`src/rtl/md_pkg.sv`:
```
// Shared encodings and constants for the HI/LO multiply/divide sequencer.
package md_pkg;

    localparam int unsigned MD_DATA_W          = 32;
    localparam int unsigned MD_OP_W            = 2;
    localparam int unsigned MD_CNT_W           = 4;
    localparam int unsigned MD_MULT_CYCLES_DEF = 5;
    localparam int unsigned MD_DIV_CYCLES_DEF  = 10;

    typedef enum logic [MD_OP_W-1:0] {
        MD_MULT  = 2'b00,
        MD_MULTU = 2'b01,
        MD_DIV   = 2'b10,
        MD_DIVU  = 2'b11
    } md_op_e;

    typedef enum logic {
        MD_IDLE = 1'b0,
        MD_RUN  = 1'b1
    } md_state_e;

    // Operand/operation bundle latched when an operation is accepted.
    typedef struct packed {
        logic [MD_DATA_W-1:0] a;
        logic [MD_DATA_W-1:0] b;
        md_op_e               op;
    } md_req_t;

    function automatic logic md_is_div(input logic [MD_OP_W-1:0] op);
        return op[1];
    endfunction

endpackage

```
`src/rtl/md_lat_cnt.sv`:
```
// 4-bit loadable down-counter that models the MD unit's fixed latency.
module md_lat_cnt
    import md_pkg::*;
(
    input  logic                clk,
    input  logic                reset,
    input  logic                i_load,
    input  logic [MD_CNT_W-1:0] i_load_val,
    input  logic                i_dec,
    output logic                o_zero
);

    logic [MD_CNT_W-1:0] r_cnt;

    // Load wins over decrement; the count saturates at zero.
    always_ff @(posedge clk) begin
        if (reset) begin
            r_cnt <= '0;
        end else if (i_load) begin
            r_cnt <= i_load_val;
        end else if (i_dec && (r_cnt != '0)) begin
            r_cnt <= r_cnt - MD_CNT_W'(1);
        end
    end

    assign o_zero = (r_cnt == '0);

endmodule

```
`src/rtl/md_ctrl.sv`:
```
// Multi-cycle sequencer for the HI/LO multiply/divide unit.
// Optional MD_DIV0_SKIP_EN: div/divu by zero is not started and commits nothing.
module md_ctrl
    import md_pkg::*;
#(
    parameter int unsigned MULT_CYCLES = MD_MULT_CYCLES_DEF,
    parameter int unsigned DIV_CYCLES  = MD_DIV_CYCLES_DEF
) (
    input  logic                 clk,
    input  logic                 reset,
    input  logic                 start,
    input  logic [MD_OP_W-1:0]   op,
    input  logic                 mt_hi,
    input  logic                 mt_lo,
    input  logic [MD_DATA_W-1:0] a_in,
    input  logic [MD_DATA_W-1:0] b_in,
    input  logic                 d_md_use,
    output logic [MD_DATA_W-1:0] a_out,
    output logic [MD_DATA_W-1:0] b_out,
    output logic [MD_OP_W-1:0]   md_op,
    output logic                 md_src,
    output logic                 hi_write,
    output logic                 lo_write,
    output logic                 busy,
    output logic                 stall
);

    localparam logic [MD_CNT_W-1:0] MULT_LOAD = MD_CNT_W'(MULT_CYCLES - 1);
    localparam logic [MD_CNT_W-1:0] DIV_LOAD  = MD_CNT_W'(DIV_CYCLES - 1);

    md_state_e           r_state;
    md_state_e           w_state_nxt;
    md_req_t             r_req;
    logic                w_accept;
    logic                w_cnt_zero;
    logic                w_div0_skip;
    logic [MD_CNT_W-1:0] w_load_val;

`ifdef MD_DIV0_SKIP_EN
    assign w_div0_skip = md_is_div(op) && (b_in == '0);
`else
    assign w_div0_skip = 1'b0;
`endif

    assign w_load_val = md_is_div(op) ? DIV_LOAD : MULT_LOAD;

    md_lat_cnt u_lat_cnt (
        .clk        (clk),
        .reset      (reset),
        .i_load     (w_accept),
        .i_load_val (w_load_val),
        .i_dec      (r_state == MD_RUN),
        .o_zero     (w_cnt_zero)
    );

    always_ff @(posedge clk) begin
        if (reset) begin
            r_state <= MD_IDLE;
        end else begin
            r_state <= w_state_nxt;
        end
    end

    // Next state plus the same-cycle write strobes to HI/LO.
    always_comb begin
        w_state_nxt = r_state;
        w_accept    = 1'b0;
        hi_write    = 1'b0;
        lo_write    = 1'b0;
        md_src      = 1'b0;
        case (r_state)
            MD_IDLE: begin
                if (start) begin
                    if (!w_div0_skip) begin
                        w_accept    = 1'b1;
                        w_state_nxt = MD_RUN;
                    end
                end else begin
                    hi_write = mt_hi;
                    lo_write = mt_lo;
                end
            end
            MD_RUN: begin
                if (w_cnt_zero) begin
                    hi_write    = 1'b1;
                    lo_write    = 1'b1;
                    md_src      = 1'b1;
                    w_state_nxt = MD_IDLE;
                end
            end
            default: w_state_nxt = MD_IDLE;
        endcase
        if (reset) begin
            hi_write = 1'b0;
            lo_write = 1'b0;
        end
    end

    always_ff @(posedge clk) begin
        if (reset) begin
            r_req <= '0;
        end else if (w_accept) begin
            r_req <= '{a: a_in, b: b_in, op: md_op_e'(op)};
        end
    end

    // Latched operands feed the unit while running so E-stage changes are invisible.
    assign busy  = (r_state == MD_RUN);
    assign a_out = busy ? r_req.a : a_in;
    assign b_out = busy ? r_req.b : b_in;
    assign md_op = busy ? MD_OP_W'(r_req.op) : op;
    assign stall = busy & d_md_use;

endmodule

```
`config.mk`:
```
export PLATFORM = sky130hd
export DESIGN_NAME = md_ctrl
export DESIGN_NICKNAME = d
export VERILOG_FILES = /design/src/rtl/md_pkg.sv /design/src/rtl/md_lat_cnt.sv /design/src/rtl/md_ctrl.sv
export SDC_FILE = /design/constraint.sdc
export NUM_CORES = 1
export LEC_CHECK = 0
export ABC_AREA = 0
export CORE_UTILIZATION = 35
export CTS_CLUSTER_DIAMETER = 30
export CTS_CLUSTER_SIZE = 20
export DETAILED_ROUTE_END_ITERATION = 10
export PLACE_DENSITY = 0.68
export SLEW_MARGIN = 10
export SYNTH_ARGS = -nofsm -noshare
export SYNTH_HDL_FRONTEND = slang
export SYNTH_SLANG_ARGS = --single-unit
```
`constraint.sdc`:
```
create_clock -name clk -period 3.55 [get_ports clk]
set_input_delay 0.71 -clock clk [delete_from_list [all_inputs] [get_ports clk]]
set_output_delay 0.71 -clock clk [all_outputs]
set_load 0.05 [all_outputs]
```
; Word-level counts from Yosys, hierarchy flattened
; Cells that the tools add are included.
[op_classes]
n_addsub = 1
n_mux = 18
n_bitwise = 2
reduce_logical = 4
[op_table]
columns = operator, n
row1 = $mux 32, 2
row2 = $mux 4, 3
row3 = $mux 1, 9
row4 = $pmux 1 s2, 3
row5 = $logic_not 4->1, 1
row6 = $reduce_bool 4->1, 1
row7 = $sub 4x1->4 const B, 1
row8 = $mux 2, 1
row9 = $reduce_bool 2->1, 1
row10 = $and 1x1->1, 1
row11 = $logic_and 1x1->1, 1
row12 = $not 1->1, 1
[word_totals]
regBits = 71
output_inout_bits = 71
elab_cells = 30

; Longest topological paths before layout
[depth]
depth_word = 4
depth_mapped = 6
ltp_nobuf = 5

; Cells and area by module
; A second synthesis with hierarchy kept.
[hier_totals]
cells_unflattened = 417
area_unflattened_um2 = 4119.0
[by_module_without_submodules]
columns = module, n_inst, cells_per_inst, area_per_inst_um2, seq_area_each_um2
row1 = md_ctrl, 1, 388, 3856.2, 1341.3
row2 = md_lat_cnt, 1, 29, 262.8, 80.1

; Worst setup path before layout
; No wires, ideal clock.
[synth_path]
path_kind = reg2out
start = register r_state, in the netlist busy
end = output hi_write
t_arrival_ns = 2.532
required_time_ns = 2.840
path_slack_ns = 0.308
path_stages_with_launch = 5
cell_sequence = dfxtp_1 nor4bb_1 clkbuf_2 nor2_1 nor3_1
[synth_between]
elab_chain_cells = 3
[synth_rtl]
columns = item, line_no
row1 = "start, declared", md_ctrl.sv:31  ; md_state_e r_state;
row2 = "start signal, assigned", md_ctrl.sv:60  ; r_state <= w_state_nxt;
row3 = $not 1->1, -
row4 = $pmux 1 s2 (*), md_ctrl.sv:71  ; case (r_state)
row5 = $mux 1 (*), md_ctrl.sv:93  ; if (reset) begin
row6 = "end, declared", md_ctrl.sv:22  ; output logic hi_write,
; Every way passes the cells marked *; elsewhere a longest branch is shown, timed or not.

; Worst setup path in the final report
[layout_path]
start = register r_state, in the netlist busy
end = output a_out[9]
[layout_between]
elab_chain_cells = 1
[layout_rtl]
columns = item, line_no
row1 = $mux 32, md_ctrl.sv:109  ; assign a_out = busy ? r_req.a : a_in;
row2 = "end, declared", md_ctrl.sv:18  ; output logic [MD_DATA_W-1:0] a_out,
; No other way between the ends.

==> key figures <==
Critical path
  • Crit Path Max Fanout: 77
  • Worst path arrival time: 2510 ps
  • Worst Path Required: 2840 ps
  • Crit-path cells: mux2_2, clkdlybuf4s50_1
  • Crit-path max cell delay: 960 ps
  • Startpoint Class: flop
  • Worst Path Class, Setup: reg2out
  • Worst Setup End Kind: output port
  • Slowest-stage cell, CP: dfxtp_4

Synth
  • Post-synthesis cell count: 401
  • Ys async rst share: 0%
  • Number of synthesized flops with an enable pin: 0
  • Post-synthesis sequential area ratio: 42.1%
  • Syn avg cell area: roughly 8.4 sq um
  • Post-Syn Area: between 3000 and 4000 sq um
  • Ys flop type: dfxtp_1
  • Yosys warns: 0
  • Yosys cell types: 28
  • Seq cells post-synth: 71
  • Mapped Nets: 475

Timing
  • Slew Limit Headroom: 34.6%
  • Final period util: approximately 91%
  • Final hold violations: 0
  • Setup ws final: 327 ps
  • Layout Skew: 6.76 ps
  • Fmax: just over 300 MHz
  • Crit path time final: 3220 ps
  • Worst Max-Slew Pin Slew: 981 ps
  • Setup TNS: 0 ps
  • Setup-failing EPs final: 0
  • Hold_ws: between 400 and 500 ps
  • Max Slew Vio Count: 0
  • RSZ-0062 raised after global routing: false

Die
  • Area of the core: 9280 sq um
  • Die ar.: 10000 sq um
  • Num ports: 143
  • Die Y: between 100 and 150 um
  • Initial Utilization: 36.3%
  • Die width: 100 um
  • # rows: 35

Detailed routing
  • Vias: 3156
  • Routed WL: 8610 um
  • First drt pass iteration count: 6
  • Drt drc: 0
  • DR iter-0 viols: 94
  • Routed length per instance: 13.0 um
  • Vias/cell: 4.76
  • Final ANT Viol Nets: 0

GRT
  • First-pass GRT wire length: ~14000 um
  • GR Util met2: 29.7%
  • Met3 Usage GRT: 5.01%
  • GRT Util Overall: 17.2%
  • Busiest grt layer: met2
  • Largest net degree at the start of global routing: a little under 80
  • Total gr overflow: 0
  • M1 GR Usage: 20.3%
  • Initial antenna violation count: 0
  • Number of global-route vias before repair: 3113

Finish
  • Layout area overhead: 50.9%
  • Layout cell share with drive strength beyond 1: 18.2%
  • N_diodes: 0
  • Fill count: 873
  • NumNets Final: around 600

Placement
  • Pre-CTS setup slack: about 660 ps
  • I/O Buffers: around 140
  • Dpl hpwl: 5690 um
  • RePlAce Congestion: roughly 0.74

Clocking
  • Clk slew on worst S/H paths: ~80 ps
  • Post-CTS Setup Inserts: 0
  • CTS Root Cell: clkbuf_8
  • TritonCTS clock tree: yes
  • Clock Sinks: 71
  • CTS max path bufs: 2
  • CTS H-tree lvls: 3
  • Post-cts resize count: 0
  • Worst-Skew Late Latency: 340 ps
  • Number of buffers created by CTS: 9
  • Cts-stage hold buffer count: 0

Run
  • Max cap viols: 0

Pwr
  • Leak Pwr: 1.90 nW
  • Max rail drop VDD: 0.195 mV
  • Pwr dens: approximately 500 nW/um^2

Min path
  • Class of the worst hold path: reg2reg

Run status
  • Status: complete, no violations
-- layout by cell type (no fill, tap or decap) --
master | Yosys | routed
clkdlybuf4s50_1 | 0 | 138
nand2_1 | 131 | 131
dfxtp_1 | 71 | 70
a21oi_1 | 67 | 67
mux2_2 | 66 | 66
clkbuf_8 | 0 | 10
buf_4 | 2 | 7
nor2_1 | 5 | 5
inv_1 | 3 | 3
nand2b_1 | 4 | 3
buf_12 | 0 | 3
nor3_1 | 2 | 2
a211oi_1 | 2 | 2
o32ai_1 | 2 | 2
o21ai_0 | 2 | 2
nand3b_1 | 2 | 2
ha_1 | 2 | 2
inv_6 | 0 | 2
clkinvlp_4 | 0 | 2
and2_1 | 1 | 1
nor4bb_1 | 1 | 1
nor2b_4 | 0 | 1
nand2b_2 | 0 | 1
or2_1 | 1 | 1
mux2_1 | 1 | 1
or3b_2 | 1 | 1
nand3_1 | 1 | 1
a31oi_1 | 1 | 1
or3_1 | 1 | 1
o31a_1 | 1 | 1
dfxtp_4 | 0 | 1
clkbuf_16 | 0 | 1
clkinv_2 | 0 | 1
buf_2 | 18 | 1
-- metrics by stage --
stage	std cells	total power [mW]	area, sq um	util [%]
floorplan	401	1.59	3370	-
global placement	647	1.92	4890	52.7
detailed placement	647	1.93	4890	52.7
CTS	663	2.57	5090	54.8
global route	663	2.66	5090	54.8
finish	663	2.54	5090	54.8
-- worst max-delay path: cells and delay by family, from the launching register on --
family | cells | cell delay, ps
buffers and inverters | 1 | 700
DFF | 1 | 960
muxes | 1 | 420
-- registers in the layout, summed over array words and instances, names as in the netlist --
name             flops
r_req               66
u_lat_cnt.r_cnt      4
busy                 1
-- routing by layer --
metal	vias up	routed length, um	part of all wire (%)
met5	-	0	0
met4	0	108	1.3
met3	11	601	7.0
met2	94	4080	47
met1	1450	3820	44
li1	1601	-	-
-- logic make-up after synthesis --
kind of cell | share of synthesized area [%]
AO/OA/AOI/OAI | 11.6
adder cells (fa/ha/maj) | 0.742
buffers and inverters | 5.04
flip-flops | 42.1
multiplexers | 22.4
AND/OR/NAND/NOR | 18.1
-- final timing paths --
| kind | start | end | slack (ps) | cells after the start |
|---|---|---|---|---|
| worst max-delay path | busy$_SDFF_PP0_ | a_out[9] | 330 | 2 |
| worst min-delay path | r_req[61]$_SDFFE_PP0P_ | r_req[61]$_SDFFE_PP0P_ | 450 | 2 |
| worst max register to register | busy$_SDFF_PP0_ | u_lat_cnt.r_cnt[3]$_SDFFE_PP0P_ | 1270 | 4 |
| worst min register to register | r_req[61]$_SDFFE_PP0P_ | r_req[61]$_SDFFE_PP0P_ | 450 | 2 |
-- synthesized netlist by cell type (3+ instances only) --
cell,number,area share [%]
mux2_2,66,22
buf_2,18,2.7
a21oi_1,67,9.9
clkbuf_1,10,1.1
nand2_1,131,15
inv_1,3,0.33
dfxtp_1,71,42
nand2b_1,4,0.74
nor2_1,5,0.56
-- power breakdown --
group / leakage (nW) / switching [mW] / internal, mW / total [mW]
Sequential: 0.584 / 0.0729 / 0.859 / 0.932
Clock: 0.0975 / 0.316 / 0.319 / 0.635
Combinational: 1.22 / 0.566 / 0.411 / 0.977
Total: 1.90 / 0.955 / 1.59 / 2.54
-- layout make-up --
type	count	area (sq um)	share of cell area, %
Tap cell	129	161	3.17
Clock buffer	11	163	3.20
Multi-Input combinational cell	295	1790	35.2
Sequential cell	71	1430	28.0
Timing Repair Buffer	149	1500	29.5
Inverter	3	11.3	0.221
Clock inverter	5	37.5	0.738
(Power assumes the default switching activity.)
